**src/rtl/ovl_fire_pkg.sv**
```systemverilog
// Shared constants for the OVL fire collector: fire-vector layout and the
// report state encoding.
package ovl_fire_pkg;

  localparam int unsigned FIRE_W      = 3;
  localparam int unsigned FIRE_ASSERT = 0;
  localparam int unsigned FIRE_XCHECK = 1;
  localparam int unsigned FIRE_COVER  = 2;

  typedef enum logic {
    IDLE   = 1'b0,
    REPORT = 1'b1
  } state_t;

endpackage

```
**src/rtl/ovl_rr_arbiter.sv**
```systemverilog
// Combinational round-robin grant: scans the request vector starting at
// i_start and returns the first requester as one-hot and as an index.
module ovl_rr_arbiter #(
  parameter int unsigned N  = 4,
  parameter int unsigned IW = $clog2(N)
) (
  input  logic [N-1:0]  i_req,
  input  logic [IW-1:0] i_start,
  output logic [N-1:0]  o_gnt,
  output logic [IW-1:0] o_idx,
  output logic          o_any
);

  int unsigned w_pos;
  logic        w_found;

  always_comb begin
    o_gnt   = '0;
    o_idx   = '0;
    w_found = 1'b0;
    w_pos   = 0;
    for (int unsigned k = 0; k < N; k++) begin
      // wrap without a modulo so non-power-of-two N stays cheap
      w_pos = 32'(i_start) + k;
      if (w_pos >= N) w_pos = w_pos - N;
      if (!w_found && i_req[w_pos]) begin
        w_found      = 1'b1;
        o_gnt[w_pos] = 1'b1;
        o_idx        = IW'(w_pos);
      end
    end
  end

  assign o_any = |i_req;

endmodule

```
**src/rtl/ovl_fire_arbiter.sv**
```systemverilog
// Collects per-checker OVL fire vectors into pending registers and reports
// them one at a time over a valid/ready port, round-robin across checkers.
module ovl_fire_arbiter
  import ovl_fire_pkg::*;
#(
  parameter int unsigned num_checkers = 4,
  parameter int unsigned cnt_width    = 16,
  parameter string       msg          = "VIOLATION"
) (
  input  logic                             clock,
  input  logic                             reset,
  input  logic                             enable,
  input  logic [num_checkers*FIRE_W-1:0]   fire_in,
  input  logic                             rpt_ready,
  output logic                             rpt_valid,
  output logic [$clog2(num_checkers)-1:0]  rpt_id,
  output logic [FIRE_W-1:0]                rpt_fire,
  output logic [num_checkers-1:0]          pending,
  output logic [cnt_width-1:0]             coalesce_cnt
);

  localparam int unsigned ID_W = $clog2(num_checkers);

  state_t                              r_state, w_state_nxt;
  logic [num_checkers-1:0][FIRE_W-1:0] r_pend, w_pend_nxt, w_cap;
  logic [ID_W-1:0]                     r_id, r_ptr, w_gnt_idx;
  logic [FIRE_W-1:0]                   r_fire;
  logic [cnt_width-1:0]                r_cnt, w_cnt_nxt;
  logic [num_checkers-1:0]             w_req, w_gnt;
  logic                                w_any, w_do_grant;
  logic [4:0]                          w_ncoal;
  logic [cnt_width+4:0]                w_cnt_sum;

  always_comb begin
    for (int unsigned i = 0; i < num_checkers; i++) begin
      w_cap[i] = enable ? fire_in[i*FIRE_W +: FIRE_W] : '0;
      w_req[i] = |r_pend[i];
    end
  end

  ovl_rr_arbiter #(
    .N  (num_checkers),
    .IW (ID_W)
  ) u_rr (
    .i_req   (w_req),
    .i_start (r_ptr),
    .o_gnt   (w_gnt),
    .o_idx   (w_gnt_idx),
    .o_any   (w_any)
  );

  always_comb begin
    w_state_nxt = r_state;
    w_do_grant  = 1'b0;
    case (r_state)
      IDLE: begin
        if (w_any) begin
          w_state_nxt = REPORT;
          w_do_grant  = 1'b1;
        end
      end
      REPORT: begin
        if (rpt_ready) begin
          if (w_any) w_do_grant  = 1'b1;
          else       w_state_nxt = IDLE;
        end
      end
    endcase
  end

  // A granted entry restarts from this cycle's capture, so a same-edge fire
  // is kept for a later report and does not count as coalesced.
  always_comb begin
    w_pend_nxt = r_pend;
    w_ncoal    = '0;
    for (int unsigned i = 0; i < num_checkers; i++) begin
      if (w_do_grant && w_gnt[i]) begin
        w_pend_nxt[i] = w_cap[i];
      end else begin
        w_pend_nxt[i] = r_pend[i] | w_cap[i];
        if (w_req[i] && (|w_cap[i])) w_ncoal = w_ncoal + 5'd1;
      end
    end
    w_cnt_sum = {5'd0, r_cnt} + (cnt_width+5)'(w_ncoal);
    w_cnt_nxt = (|w_cnt_sum[cnt_width+4:cnt_width]) ? '1 : w_cnt_sum[cnt_width-1:0];
  end

  always_ff @(posedge clock or negedge reset) begin
    if (!reset) begin
      r_state <= IDLE;
      r_pend  <= '0;
      r_cnt   <= '0;
      r_id    <= '0;
      r_fire  <= '0;
      r_ptr   <= '0;
    end else begin
      r_state <= w_state_nxt;
      r_pend  <= w_pend_nxt;
      r_cnt   <= w_cnt_nxt;
      if (w_do_grant) begin
        r_id   <= w_gnt_idx;
        r_fire <= r_pend[w_gnt_idx];
        r_ptr  <= (w_gnt_idx == ID_W'(num_checkers-1)) ? '0 : w_gnt_idx + 1'b1;
      end
    end
  end

  assign rpt_valid    = (r_state == REPORT);
  assign rpt_id       = r_id;
  assign rpt_fire     = r_fire;
  assign coalesce_cnt = r_cnt;

  always_comb begin
    for (int unsigned i = 0; i < num_checkers; i++) pending[i] = |r_pend[i];
  end

`ifndef SYNTHESIS
  a_hold_stalled: assert property (@(posedge clock) disable iff (!reset)
    (rpt_valid && !rpt_ready) |=> (rpt_valid && $stable(rpt_id) && $stable(rpt_fire)))
    else $error("%s: report changed while stalled", msg);
`endif

endmodule

```
**config.mk**
```make
export PLATFORM = sky130hd
export DESIGN_NAME = ovl_fire_arbiter
export DESIGN_NICKNAME = d
export VERILOG_FILES = /design/src/rtl/ovl_fire_pkg.sv /design/src/rtl/ovl_rr_arbiter.sv /design/src/rtl/ovl_fire_arbiter.sv
export SDC_FILE = /design/constraint.sdc
export NUM_CORES = 1
export LEC_CHECK = 0
export BUFFER_PORTS_ARGS = -buffer_cell sky130_fd_sc_hd__buf_4
export CORE_MARGIN = 3
export CORE_UTILIZATION = 62
export CTS_CLUSTER_SIZE = 14
export DETAILED_ROUTE_END_ITERATION = 12
export GPL_ROUTABILITY_DRIVEN = 0
export GPL_TIMING_DRIVEN = 0
export HOLD_SLACK_MARGIN = 0.06
export PLACE_DENSITY = 0.86
export SYNTH_ARGS = -nofsm -noshare
export SYNTH_HDL_FRONTEND = slang
export SYNTH_SLANG_ARGS = --single-unit
```
**constraint.sdc**
```tcl
create_clock -name clock -period 16.08 [get_ports clock]
set_clock_uncertainty 0.15 [all_clocks]
set_input_delay 3.216 -clock clock [delete_from_list [all_inputs] [get_ports clock]]
set_output_delay 3.216 -clock clock [all_outputs]
set_load 0.02 [all_outputs]
```
## Word-level counts from Yosys, hierarchy flattened

Cells that the tools add are included.

- Register bits after elaboration: 36
- Bits of input ports: 16
- Output and inout bits: 26
- Logic and storage cells: 127

- $add $sub $neg: 12
- Magnitude comparators: 13
- Eq/ne operators: 1
- Multiplexer cells: 56
- Bitwise logic cells: 8
- Reductions and logical operators: 28

Operator list:

| kind | count |
|---|---|
| >= comparator 32 x 1 -> 1 bit (second input constant) | 4 |
| < comparator 32 x 3 -> 1 bit (second input constant) | 4 |
| two-way mux 32 bit | 4 |
| >= comparator 32 x 3 -> 1 bit (second input constant) | 3 |
| subtractor 32 x 3 -> 32 bit (second input constant) | 3 |
| two-way mux 5 bit | 6 |
| two-way mux 3 bit | 9 |
| OR reduction 3 bit | 8 |
| adder 16 x 5 -> 17 bit | 1 |
| two-way mux 1 bit | 16 |
| two-way mux 16 bit | 1 |
| two-way mux 4 bit | 4 |
| adder 5 x 1 -> 5 bit (second input constant) | 3 |
| logical AND 1 bit | 15 |
| OR 3 bit | 4 |
| OR 4 bit | 3 |
| OR reduction 12 bit | 1 |
| two-way mux 2 bit | 5 |
| binary-select mux 1 bit (select 2 bit) | 4 |
| demux 1 bit (select 2 bit) | 4 |
| adder 2 x 2 -> 3 bit (second input constant) | 2 |
| binary-select mux 3 bit (select 2 bit) | 1 |
| OR reduction 5 bit | 1 |
| one-hot mux 1 bit (2 select lines) | 2 |
| other kinds (8) | 10 |

## Depth between registers and ports, before layout

Gate-level depths: netlist of run 1.

- Depth in word-level cells: 28
- Gate-level depth with buffers: 27
- Mapped depth without buffers: 23

## Hierarchy

A second synthesis of run 1 with hierarchy kept.

- Cell total of the unflattened synthesis: 230
- Area, all modules: 2377.3 um2

Modules (own cells, without submodules):

| module | times used | cells an instance | area an instance (um2) |
|---|---|---|---|
| ovl_fire_arbiter | 1 | 180 | 1913.1 |
| ovl_rr_arbiter | 1 | 50 | 464.2 |

## Worst setup path before layout of run 1

No wires, ideal clock.

- Path kind: input port to flip-flop
- Start: input rpt_ready
- End: register r_cnt[8] (netlist: coalesce_cnt[8])
- Arrival time: 7.008 ns
- Path slack: 8.779 ns
- Cell stages on the path: 22
- Cell sequence: nand2b_1 nor2b_1 clkbuf_1 a21oi_1 ha_1 o2bb2ai_4 ha_1 nand2_1 o21bai_1 ha_1 or3_1 o21ai_0 fa_1 nor2b_1 o21ai_0 nand2b_1 nor2b_1 and2_1 clkbuf_1 nand4_1 clkbuf_1 o21ai_0

- Longest elaborated chain between the ends: 16
- Elaborated cells on any way between the ends: 19

RTL lines:

| element | line | text |
|---|---|---|
| from (decl) | ovl_fire_arbiter.sv:14 | `input logic rpt_ready,` |
| two-way mux 1 bit (*) | ovl_fire_arbiter.sv:63 | `if (rpt_ready) begin` |
| one-hot mux 1 bit (2 select lines) (*) | ovl_fire_arbiter.sv:55 | `case (r_state)` |
| logical AND 1 bit | ovl_fire_arbiter.sv:77 | `if (w_do_grant && w_gnt[i]) begin` |
| two-way mux 1 bit | ovl_fire_arbiter.sv:77 |  |
| adder 5 x 1 -> 5 bit | ovl_fire_arbiter.sv:81 | `if (w_req[i] && (\|w_cap[i])) w_ncoal = w_ncoal + 5'd1;` |
| two-way mux 5 bit | ovl_fire_arbiter.sv:81 |  |
| two-way mux 5 bit | ovl_fire_arbiter.sv:77 |  |
| adder 5 x 1 -> 5 bit | ovl_fire_arbiter.sv:81 |  |
| two-way mux 5 bit | ovl_fire_arbiter.sv:81 |  |
| two-way mux 5 bit | ovl_fire_arbiter.sv:77 |  |
| adder 5 x 1 -> 5 bit | ovl_fire_arbiter.sv:81 |  |
| two-way mux 5 bit | ovl_fire_arbiter.sv:81 |  |
| two-way mux 5 bit (*) | ovl_fire_arbiter.sv:77 |  |
| adder 16 x 5 -> 17 bit (*) | ovl_fire_arbiter.sv:84 | `w_cnt_sum = {5'd0, r_cnt} + (cnt_width+5)'(w_ncoal);` |
| OR reduction 5 bit | ovl_fire_arbiter.sv:85 | `w_cnt_nxt = (\|w_cnt_sum[cnt_width+4:cnt_width]) ? '1 : w_cnt_sum[cnt_width-1:0];` |
| two-way mux 16 bit (*) | ovl_fire_arbiter.sv:85 |  |
| named net w_cnt_nxt[8] | ovl_fire_arbiter.sv:28 | `logic [cnt_width-1:0] r_cnt, w_cnt_nxt;` |
| to (signal assigned) | ovl_fire_arbiter.sv:99 | `r_cnt <= w_cnt_nxt;` |
| to (decl) | ovl_fire_arbiter.sv:28 |  |

The timed path passes the listed nets; every way through them passes the cells marked *.
A chain may end at the register's enable or synchronous reset.

## Final worst setup path of run 1

Same ends and word-level chain as after synthesis.

==> results of run 1 <==
routing by layer:
layer / vias up / wire length [um] / track usage, % / share of wire (%)
li1: 1177 / - / - / -
met1: 1190 / 2820 / 34.2 / 42
met2: 105 / 3310 / 45.2 / 49
met3: 10 / 518 / 7.20 / 7.7
met4: 0 / 99 / 10.6 / 1.5
met5: - / 0 / 0 / 0
worst reg2reg max path, delay by kind of cell, from the launching register on:
kind | cells | cell delay (ns)
AND/OR/NAND/NOR | 8 | 1.70
buffers and inverters | 5 | 1.18
adder cells (fa/ha/maj) | 5 | 1.43
AO/OA/AOI/OAI | 8 | 1.53
flip-flops | 1 | 0.44
synth_stat cells, types with 3 or more instances:
master | count | share of area, %
nor4_1 | 3 | 0.69
nand2_1 | 24 | 3.3
mux4_2 | 4 | 3.3
buf_2 | 4 | 0.73
a31oi_1 | 4 | 0.92
inv_2 | 4 | 0.55
nor3b_1 | 5 | 1.4
o211ai_1 | 6 | 1.7
nor3_1 | 3 | 0.55
and3_1 | 4 | 0.92
and2_1 | 3 | 0.69
xor2_1 | 6 | 1.9
mux2i_1 | 4 | 1.5
clkbuf_1 | 8 | 1.1
a211oi_1 | 3 | 0.83
nor3_4 | 3 | 1.8
nand2b_1 | 5 | 1.1
mux2_2 | 4 | 1.7
o21a_1 | 4 | 1.1
nand3_1 | 15 | 2.8
o311a_1 | 3 | 1.1
xnor2_1 | 6 | 1.9
inv_1 | 10 | 1.4
dfrtp_1 | 36 | 33
a22o_1 | 12 | 3.9
o21bai_1 | 4 | 1.1
nor2b_1 | 6 | 1.4
o21ai_0 | 19 | 3.5
ha_1 | 14 | 6.4
a21oi_1 | 19 | 3.5
nor2_1 | 7 | 0.96
final cells by class:
class                   count  area, um^2  area share, %
plain buffers              13        61.3           1.92
clock buffers               7        86.3           2.71
clock inverters             1        7.51          0.235
inverters                  14        52.6           1.65
multi-input cells         224        1710           53.6
flip-flops and latches     36         901           28.2
well taps                  50        62.6           1.96
repair buffers             41         308           9.65
cells by family after synthesis:
kind of cell	count (synthesis)	share of synthesized area, %
compound gates	97	26.2
simple gates	87	18.3
flops	36	33.0
buf+inv	27	4.18
fa+ha+maj	15	7.16
xor+xnor	13	4.73
mux	12	6.43
state kept, by name, indices dropped and copies added, names as in the netlist, named ones only:
register,cells
rpt_fire,3
coalesce_cnt,16
rpt_id,2
r_pend,12
r_ptr,1
rpt_valid,1
power by group through the flow:
stage | registers [W] | clock network, W | logic [W]
global route | 0.000175 | 0.0000732 | 0.000352
floorplan | 0.000179 | 0 | 0.000216
finish | 0.000170 | 0.0000682 | 0.000318
global placement | 0.000168 | 0 | 0.000307
detailed placement | 0.000169 | 0 | 0.000313
CTS | 0.000168 | 0.0000694 | 0.000317
metrics by stage:
stage                     instance area (um^2)  utilization [%]
final                                     3190             77.5
after global routing                      3190             77.5
after CTS                                 3190             77.5
after floorplan                           2730                -
after global placement                    3100             75.3
after detailed placement                  3100             75.3
worst max-delay path by stage:
stage	depth (start not counted)	end	slack (ns)	start
3_5_place_dp	23	coalesce_cnt[8]	7.98	rpt_ready
2_1_floorplan	22	coalesce_cnt[8]	8.78	rpt_ready
3_3_place_gp	23	coalesce_cnt[8]	8.05	rpt_ready
4_1_cts	23	coalesce_cnt[8]	8.21	rpt_ready
5_1_grt	23	coalesce_cnt[8]	7.76	rpt_ready
6_report	23	coalesce_cnt[8]	8.22	rpt_ready
==> run metrics, run 1 <==
status=finished, final reports clean; maximum vdd drop=0.000113 V; share of cells above drive strength 1=23.5%; Worst Hold End=rpt_id[1]; sequential area share after synthesis=33.0%; CP endpoint kind=register; reg2reg path depth=26; logic gate share of total power=57.2%; crit path cell chain=buf_4 -> nand2b_1 -> nor2b_1 -> clkbuf_1 -> a21oi_1 -> ha_1 -> o2bb2ai_4 -> ha_1 -> nand2_1 -> o21bai_1 -> ha_1 -> or3_1 -> o21ai_0 -> fa_1 -> nor2b_1 -> o21ai_0 -> nand2b_1 -> nor2b_1 -> and2_1 -> clkbuf_1 -> nand4_1 -> clkbuf_1 -> o21ai_0; largest net degree at the start of global routing=37; num rows=23; min cycle time layout=7.86 ns; crit path kind=in2reg; Post-Syn Area=approximately 2700 um^2; nets@finish=366; pre-CTS setup slack=7.98 ns; leakage=1.41 nW; power per cell area=approximately 170 nW/um^2; Max FO, Critical Path=10; setup bufs post-CTS=0; CP peak stage delay=0.45 ns; PortBufs=41; DR iter-0 viols=326; CTS max path bufs=2; final wirelength=6740 um; switching share of power=between 40 and 50%; RSZ-0062 raised after global routing=no; crit path DAT=7.85 ns; Antenna Violating Nets Remaining=0; Max Clock Freq=127 MHz; Setup TNS=0 ns; Remaining DRCs=0; CP max stage cell=clkbuf_1; hold_sp=rpt_id[1]; worst skew pair latency=0.29 ns; Internal=0.000300 W; leading cell type in the layout, fill and taps excluded=buf_4; routed len/inst=17.5 um; Synth async-reset ratio=100%; PnR worst setup slack=8.22 ns; H-tree depth=2; Fillers=approximately 300; Resized cells post-CTS=0; Net Switching=0.000256 W; sequential cell fraction of total power=30.5%; diodes inserted=0; initial antenna violation count=0; CP Buf/Inv Count=4; Max-Cap Viols=0; Post-DP HPWL=~4900 um; CORE AREA=~4000 um^2; Placed Cells=378; clk sinks=36; Worst Tran Pin Value=roughly 0.68 ns; Post-synth EDFFs=0; full die area=5230 um^2; worst hold path type=reg2reg; total track usage=between 20% and 30%; Post-Syn Nets=318; first-pass GRT wire length=11,200 um; Startpoint Class=input port; number of global-route vias before repair=2,366; vias=between 2,000 and 2,500; worst hold stages=2; clk slew on worst S/H paths=0.08 ns; CTS root buf=clkbuf_8; DR vias/cell=6.43; total CTS buffers=5; boundary pin count=42; hold buffers post-CTS=0; die width=72.3 um; DR pass1 iterations=4; post-synth cell types=58; Syn Inst Count=287; TritonCTS clock tree=done; worst reg2reg endpoint=coalesce_cnt[8]; Hold Vio Cnt, Final=0; R2R setup slack=9.51 ns; Area Overhead vs Synth=17.0%; data required time at the worst endpoint=16.07 ns; Final Non-Filler Cells=386; Initial Util=66.3%; Primary FF master, synth=dfrtp_1; Syn. warnings=0; crit-path leading delay family=simple AND/OR/NAND/NOR gates; grt ovf=0; WHS=around 0.33 ns; Rel. slew slack=54.4%; count of state elements after synthesis=36; most frequent cells in the layout=buf_4 (41), dfrtp_1 (36), nand2_1 (24); final setup violation count=0; Design Power=about 0.00056 W; syn avg cell area=9.50 um^2; Final Slew Violations=0; die outline height=72.3 um; Final Cycle Share=48.9%; Clk pwr share=12.3%
(Power assumes the default switching activity.)
==> run 2: changes to the inputs <==
--- a/config.mk
+++ b/config.mk
@@ -7,13 +7,13 @@
 export LEC_CHECK = 0
 export BUFFER_PORTS_ARGS = -buffer_cell sky130_fd_sc_hd__buf_4
 export CORE_MARGIN = 3
-export CORE_UTILIZATION = 62
+export CORE_UTILIZATION = 57
 export CTS_CLUSTER_SIZE = 14
 export DETAILED_ROUTE_END_ITERATION = 12
 export GPL_ROUTABILITY_DRIVEN = 0
 export GPL_TIMING_DRIVEN = 0
 export HOLD_SLACK_MARGIN = 0.06
-export PLACE_DENSITY = 0.86
+export PLACE_DENSITY = 0.8
 export SYNTH_ARGS = -nofsm -noshare
 export SYNTH_HDL_FRONTEND = slang
 export SYNTH_SLANG_ARGS = --single-unit
==> constraint.sdc (replaced) <==
create_clock -name clock -period 8.05 [get_ports clock]
set_clock_uncertainty 0.15 [all_clocks]
set_input_delay 1.61 -clock clock [delete_from_list [all_inputs] [get_ports clock]]
set_output_delay 1.61 -clock clock [all_outputs]
set_load 0.02 [all_outputs]
==> run 2 against run 1 <==
Worst setup slack worse by 6.7 ns; clock power up 89%; non-clock buffer count unchanged; die area grew 8.0%; count of clock-buffer cells in the layout unchanged; final cell count is 0.52% higher; via count is 1.7% lower; worst hold slack improved by 0.00089 ns; largest cell class unchanged.
==> run metrics, run 2 (same netlist as run 1, synthesis figures left out) <==
Internal=0.000592 W (+97%); worst hold stages=2 (unchanged); Initial Util=60.9% (-5.3 points); Max-Cap Viols=0 (unchanged); die outline height=75.2 um (+3.9%); data required time at the worst endpoint=8.03 ns (-8.04 ns); CTS max path bufs=2 (unchanged); GRT met3 Usage=5.74% (-1.5 points); Clk pwr share=11.6% (-0.7 points); status=finished, final reports clean; Worst path depth=27 (+17%); Worst Tran Pin Value=0.770 ns (+0.0932 ns); global routing usage on met1=34.5% (+0.28 points); power per cell area=348 nW/um^2 (+99%); RSZ-0062 raised after global routing=no; die width=75.2 um (+3.9%); PortBufs=41 (unchanged); logic gate share of total power=57.6% (+0.4 points); Max FO, Critical Path=10 (unchanged); WHS=0.333 ns (+0.000893 ns); Area Overhead vs Synth=16.8%; CP Buf/Inv Count=5 (+1); Remaining DRCs=0 (unchanged); Hold Vio Cnt, Final=0 (unchanged); H-tree depth=2 (unchanged); most frequent cells in the layout=buf_4 (41), dfrtp_1 (36), nand2_1 (24); DR iter-0 viols=301 (-7.7%); DR vias/cell=6.29 (-2.2%); max FFs per register=16 (unchanged); Setup TNS=0 ns (unchanged); share of cells above drive strength 1=23.2% (-0.30 points); Final Cycle Share=81.3%; Crit path top cell by count=ha_1; total track usage=25.7% (-1.7 points); crit-path leading delay family=compound AO/OA/AOI/OAI gates; leading cell type in the layout, fill and taps excluded=buf_4; M2 GR Usage=41.2% (-4.0 points); Startpoint Class=register; CORE AREA=4470 um^2 (+8.7%); hold buffers post-CTS=0 (unchanged); grt ovf=0 (unchanged); worst skew pair latency=0.29 ns (about the same); switching share of power=46.6% (+0.52 points); PnR worst setup slack=1.51 ns (-6.71 ns); CP endpoint kind=register; CP peak stage delay=0.43 ns (-0.02 ns); Rel. slew slack=48.2% (-6.3 points); Antenna Violating Nets Remaining=0 (unchanged); clk slew on worst S/H paths=0.08 ns (about the same); crit path DAT=6.53 ns (-1.32 ns); vias=2,440 (-1.7%); nets@finish=366 (unchanged); DR pass1 iterations=4 (unchanged); final wirelength=6760 um (+0.25%); num rows=24 (+4.3%); crit path kind=reg2reg; Final Slew Violations=0 (unchanged); boundary pin count=42 (unchanged); leakage=1.41 nW (-0.14%); sequential cell fraction of total power=30.8% (+0.3 points); routed len/inst=17.4 um (-0.26%); number of global-route vias before repair=2,322 (-1.9%); maximum vdd drop=0.000255 V (+130%); Resized cells post-CTS=0 (unchanged); diodes inserted=0 (unchanged); initial antenna violation count=0 (unchanged); Post-DP HPWL=5010 um (+2.0%); reg2reg path depth=27 (+3.8%); Placed Cells=380 (+0.53%); clk sinks=36 (unchanged); largest net degree at the start of global routing=37 (unchanged); setup bufs post-CTS=0 (unchanged); CP max stage cell=dfrtp_1; full die area=5650 um^2 (+8.0%); worst hold path type=reg2reg; final setup violation count=0 (unchanged); Max Clock Freq=between 150 and 200 MHz; CTS root buf=clkbuf_8; pre-CTS setup slack=1.59 ns (-6.39 ns); TritonCTS clock tree=done; Fillers=356 (+20%); Final Non-Filler Cells=388 (+0.52%); total CTS buffers=5 (unchanged); first-pass GRT wire length=11,200 um (-0.55%); GRT Max-Usage Layer=met2; Net Switching=0.000516 W (+100%); min cycle time layout=6.54 ns
run 2: power by group through the flow:
stage	Sequential, W	Combinational [W]	Clock (W)
after floorplan	0.000358	0.000431	0
after global placement	0.000338	0.000615	0
after detailed placement	0.000340	0.000632	0
after CTS	0.000338	0.000636	0.000131
after global routing	0.000349	0.000705	0.000140
final	0.000341	0.000638	0.000129
run 2: routing by layer:
layer	wire [um]	share of wire [%]	vias to the layer above
met2	3250	48	87
met1	2880	43	1173
met3	541	8.0	6
li1	-	-	1174
met5	0	0	-
met4	79	1.2	0
run 2: through the flow:
stage / utilization, % / power [W] / instance area, um^2
floorplan: - / 0.000790 / 2730
global placement: 69.3 / 0.000953 / 3100
global route: 71.2 / 0.00119 / 3180
detailed placement: 69.3 / 0.000972 / 3100
finish: 71.2 / 0.00111 / 3180
CTS: 71.2 / 0.00110 / 3180
run 2: area by class of cell:
type / instances / area [um^2] / area share [%]
plain buffers: 13 / 61.3 / 1.93
clock buffers: 7 / 76.3 / 2.40
clock inverters: 1 / 8.76 / 0.275
inverters: 14 / 52.6 / 1.65
multi-input cells: 224 / 1710 / 53.8
flip-flops and latches: 36 / 901 / 28.3
well taps: 52 / 65.1 / 2.04
repair buffers: 41 / 308 / 9.67
run 2: worst register-to-register path, delay by kind of cell (launching register included):
kind            cells  cell delay [ns]
flops               1             0.43
mux                 1             0.43
buf+inv             5             1.29
fa+ha+maj           5             1.34
simple gates        7             1.23
compound gates      9             1.52
run 2: final timing paths:
path	start	endpoint	slack, ns
min in group asynchronous	reset	coalesce_cnt[1]	1.12
worst max-delay path	r_ptr[1]	coalesce_cnt[8]	1.51
worst max register to register	r_ptr[1]	coalesce_cnt[8]	1.51
worst min register to register	rpt_id[1]	rpt_id[1]	0.33
max in group asynchronous	reset	coalesce_cnt[14]	6.29
worst min-delay path	rpt_id[1]	rpt_id[1]	0.33
==> run 3: changes to the inputs <==
--- a/config.mk
+++ b/config.mk
@@ -7,13 +7,13 @@
 export LEC_CHECK = 0
 export BUFFER_PORTS_ARGS = -buffer_cell sky130_fd_sc_hd__buf_4
 export CORE_MARGIN = 3
-export CORE_UTILIZATION = 57
+export CORE_UTILIZATION = 52
 export CTS_CLUSTER_SIZE = 14
 export DETAILED_ROUTE_END_ITERATION = 12
 export GPL_ROUTABILITY_DRIVEN = 0
 export GPL_TIMING_DRIVEN = 0
 export HOLD_SLACK_MARGIN = 0.06
-export PLACE_DENSITY = 0.8
+export PLACE_DENSITY = 0.77
 export SYNTH_ARGS = -nofsm -noshare
 export SYNTH_HDL_FRONTEND = slang
 export SYNTH_SLANG_ARGS = --single-unit
==> constraint.sdc (replaced) <==
create_clock -name clock -period 5.9 [get_ports clock]
set_clock_uncertainty 0.15 [all_clocks]
set_input_delay 1.18 -clock clock [delete_from_list [all_inputs] [get_ports clock]]
set_output_delay 1.18 -clock clock [all_outputs]
set_load 0.02 [all_outputs]
==> run 3 against run 2 <==
Wire length increased by 2.2%; register-to-register slack got worse by 1.2 ns; count of clock-buffer cells in the layout unchanged; final cell count increased by 5.4%; sequential power increased by 38%; sequential share of layout area decreased by 0.91 points; global-route usage decreased by 2.2 points; via count increased by 2.1%; non-clock buffer count increased by 6; worst hold slack improved by 0.0087 ns; worst setup slack got worse by 1.2 ns; critical path type unchanged; critical endpoint unchanged.
==> run metrics, run 3 (same netlist as run 1, synthesis figures left out) <==
total track usage=23.5% (-2.2 points); Antenna Violating Nets Remaining=0 (unchanged); crit path kind=reg2reg; Initial Util=55.9% (-5.1 points); Reg area=902 um^2 (+0.14%); Final Core Density=67.5% (-3.7 points); CTS max path bufs=2 (unchanged); DR pass1 iterations=5 (+1); boundary pin count=42 (unchanged); Placed Cells=395 (+3.9%); leading cell type in the layout, fill and taps excluded=buf_4; total CTS buffers=5 (unchanged); full die area=6150 um^2 (+8.8%); CTS root buf=clkbuf_8; Final Non-Filler Cells=409 (+5.4%); Startpoint Class=register; DR iter-0 viols=220 (-27%); vias=2,492 (+2.1%); most frequent cells in the layout=buf_4 (51), dfrtp_1 (35), nand2_1 (24); Final Slew Violations=0 (unchanged); share of cells above drive strength 1=27.2% (+4.0 points); WHS=0.341 ns (+0.00871 ns); Hold Vio Cnt, Final=0 (unchanged); num rows=25 (+4.2%); Final Cycle Share=94.8% (+13 points); clk sinks=36 (unchanged); status=finished, final reports clean; Max-Cap Viols=0 (unchanged); final wirelength=6910 um (+2.2%); max FFs per register=16 (unchanged); initial antenna violation count=0 (unchanged); worst skew pair latency=0.29 ns (about the same); routed len/inst=16.9 um (-3.1%); TritonCTS clock tree=done; Rel. slew slack=49.1% (+0.99 points); PortBufs=41 (unchanged); CORE AREA=4880 um^2 (+9.1%); number of global-route vias before repair=2,452 (+5.6%); Worst Tran Pin Value=0.755 ns (-0.0148 ns); Area Overhead vs Synth=20.8%; diodes inserted=0 (unchanged); Max FO, Critical Path=10 (unchanged); Max Clock Freq=179 MHz (+17%); leakage=1.45 nW (+3.4%); die outline height=78.4 um (+4.3%); Area after DPL=3120 um^2 (+0.61%); clk slew on worst S/H paths=0.08 ns (about the same); hold buffers post-CTS=0 (unchanged); largest net degree at the start of global routing=37 (unchanged); grt ovf=0 (unchanged); first-pass GRT wire length=11,600 um (+3.8%); min cycle time layout=5.59 ns (-0.953 ns); maximum vdd drop=0.000298 V (+17%); worst hold path type=reg2reg; Multi-input gate area=1740 um^2 (+1.7%); Fillers=424 (+19%); die width=78.4 um (+4.3%); RSZ-0062 raised after global routing=no; Remaining DRCs=0 (unchanged); CP endpoint kind=register; H-tree depth=2 (unchanged); final setup violation count=0 (unchanged); Post-DP HPWL=5100 um (+1.9%); Design Power=0.00156 W (+41%); data required time at the worst endpoint=5.92 ns (-2.11 ns); power per cell area=474 nW/um^2 (+36%); DR vias/cell=6.09 (-3.1%); nets@finish=372 (+1.6%); fin area=3290 um^2 (+3.5%); crit path DAT=5.61 ns (-0.92 ns)
[run 3: layout make-up]
class / instances / share of cell area, %
Multi-Input combinational cell: 224 / 52.8
Clock inverter: 1 / 0.266
Clock buffer: 7 / 2.32
Sequential cell: 36 / 27.4
Buffer: 11 / 1.90
Inverter: 14 / 1.60
Timing Repair Buffer: 49 / 11.2
Tap cell: 67 / 2.54
[run 3: routing by layer]
metal,track usage [%],vias up,wire length (um)
met4,7.34,0,99
li1,-,1190,-
met5,0,-,0
met1,30.1,1184,2840
met2,38.6,108,3420
met3,6.31,10,541
[run 3: through the flow]
| step | setup TNS (ns) | setup slack (ns) |
|---|---|---|
| final | 0 | 0.308 |
| after global routing | 0 | 0.0197 |
| after CTS | 0 | 0.117 |
| after detailed placement | -5.66 | -0.578 |
| after global placement | -3.94 | -0.449 |
| after floorplan | 0 | 0.319 |
[run 3: timing repair]
item / 4_1_cts / 5_1_grt
pin swaps: 2 / 5
resized for setup: 5 / 7
endpoints found under the setup margin: 16 / 16
setup buffers: 2 / 6
[run 3: worst max-delay path: stages (launching register included)]
cell and delay [ns]:
dfrtp_1 0.44, nor3_4 0.28, inv_2 0.14, mux4_2 0.56, buf_6 0.18, a221o_1 0.39, a21oi_1 0.16, ha_1 0.27
o2bb2ai_4 0.17, ha_1 0.31, nand2_1 0.07, o21bai_1 0.14, ha_1 0.24, or3_1 0.38, o21ai_0 0.13, fa_2 0.26
nor2b_1 0.05, o21ai_0 0.15, nand2b_1 0.14, nor2b_1 0.18, and2_2 0.23, nand4_1 0.12, clkbuf_4 0.22, o21ai_0 0.10
[run 3: power breakdown]
group          switching (W)  internal [W]
combinational       0.000501      0.000418
sequential          0.000127      0.000342
clock              0.0000900     0.0000844
total               0.000718      0.000844
[run 3: worst paths after layout]
path	from	to	slack [ns]	cells past startpoint
worst max-delay path	r_pend[11]	coalesce_cnt[8]	0.31	23
worst min-delay path	rpt_id[0]	rpt_id[0]	0.34	2
worst max register to register	r_pend[11]	coalesce_cnt[8]	0.31	23
worst min register to register	rpt_id[0]	rpt_id[0]	0.34	2
max in group asynchronous	reset	rpt_valid	4.56	1
min in group asynchronous	reset	r_ptr[1]	0.68	1
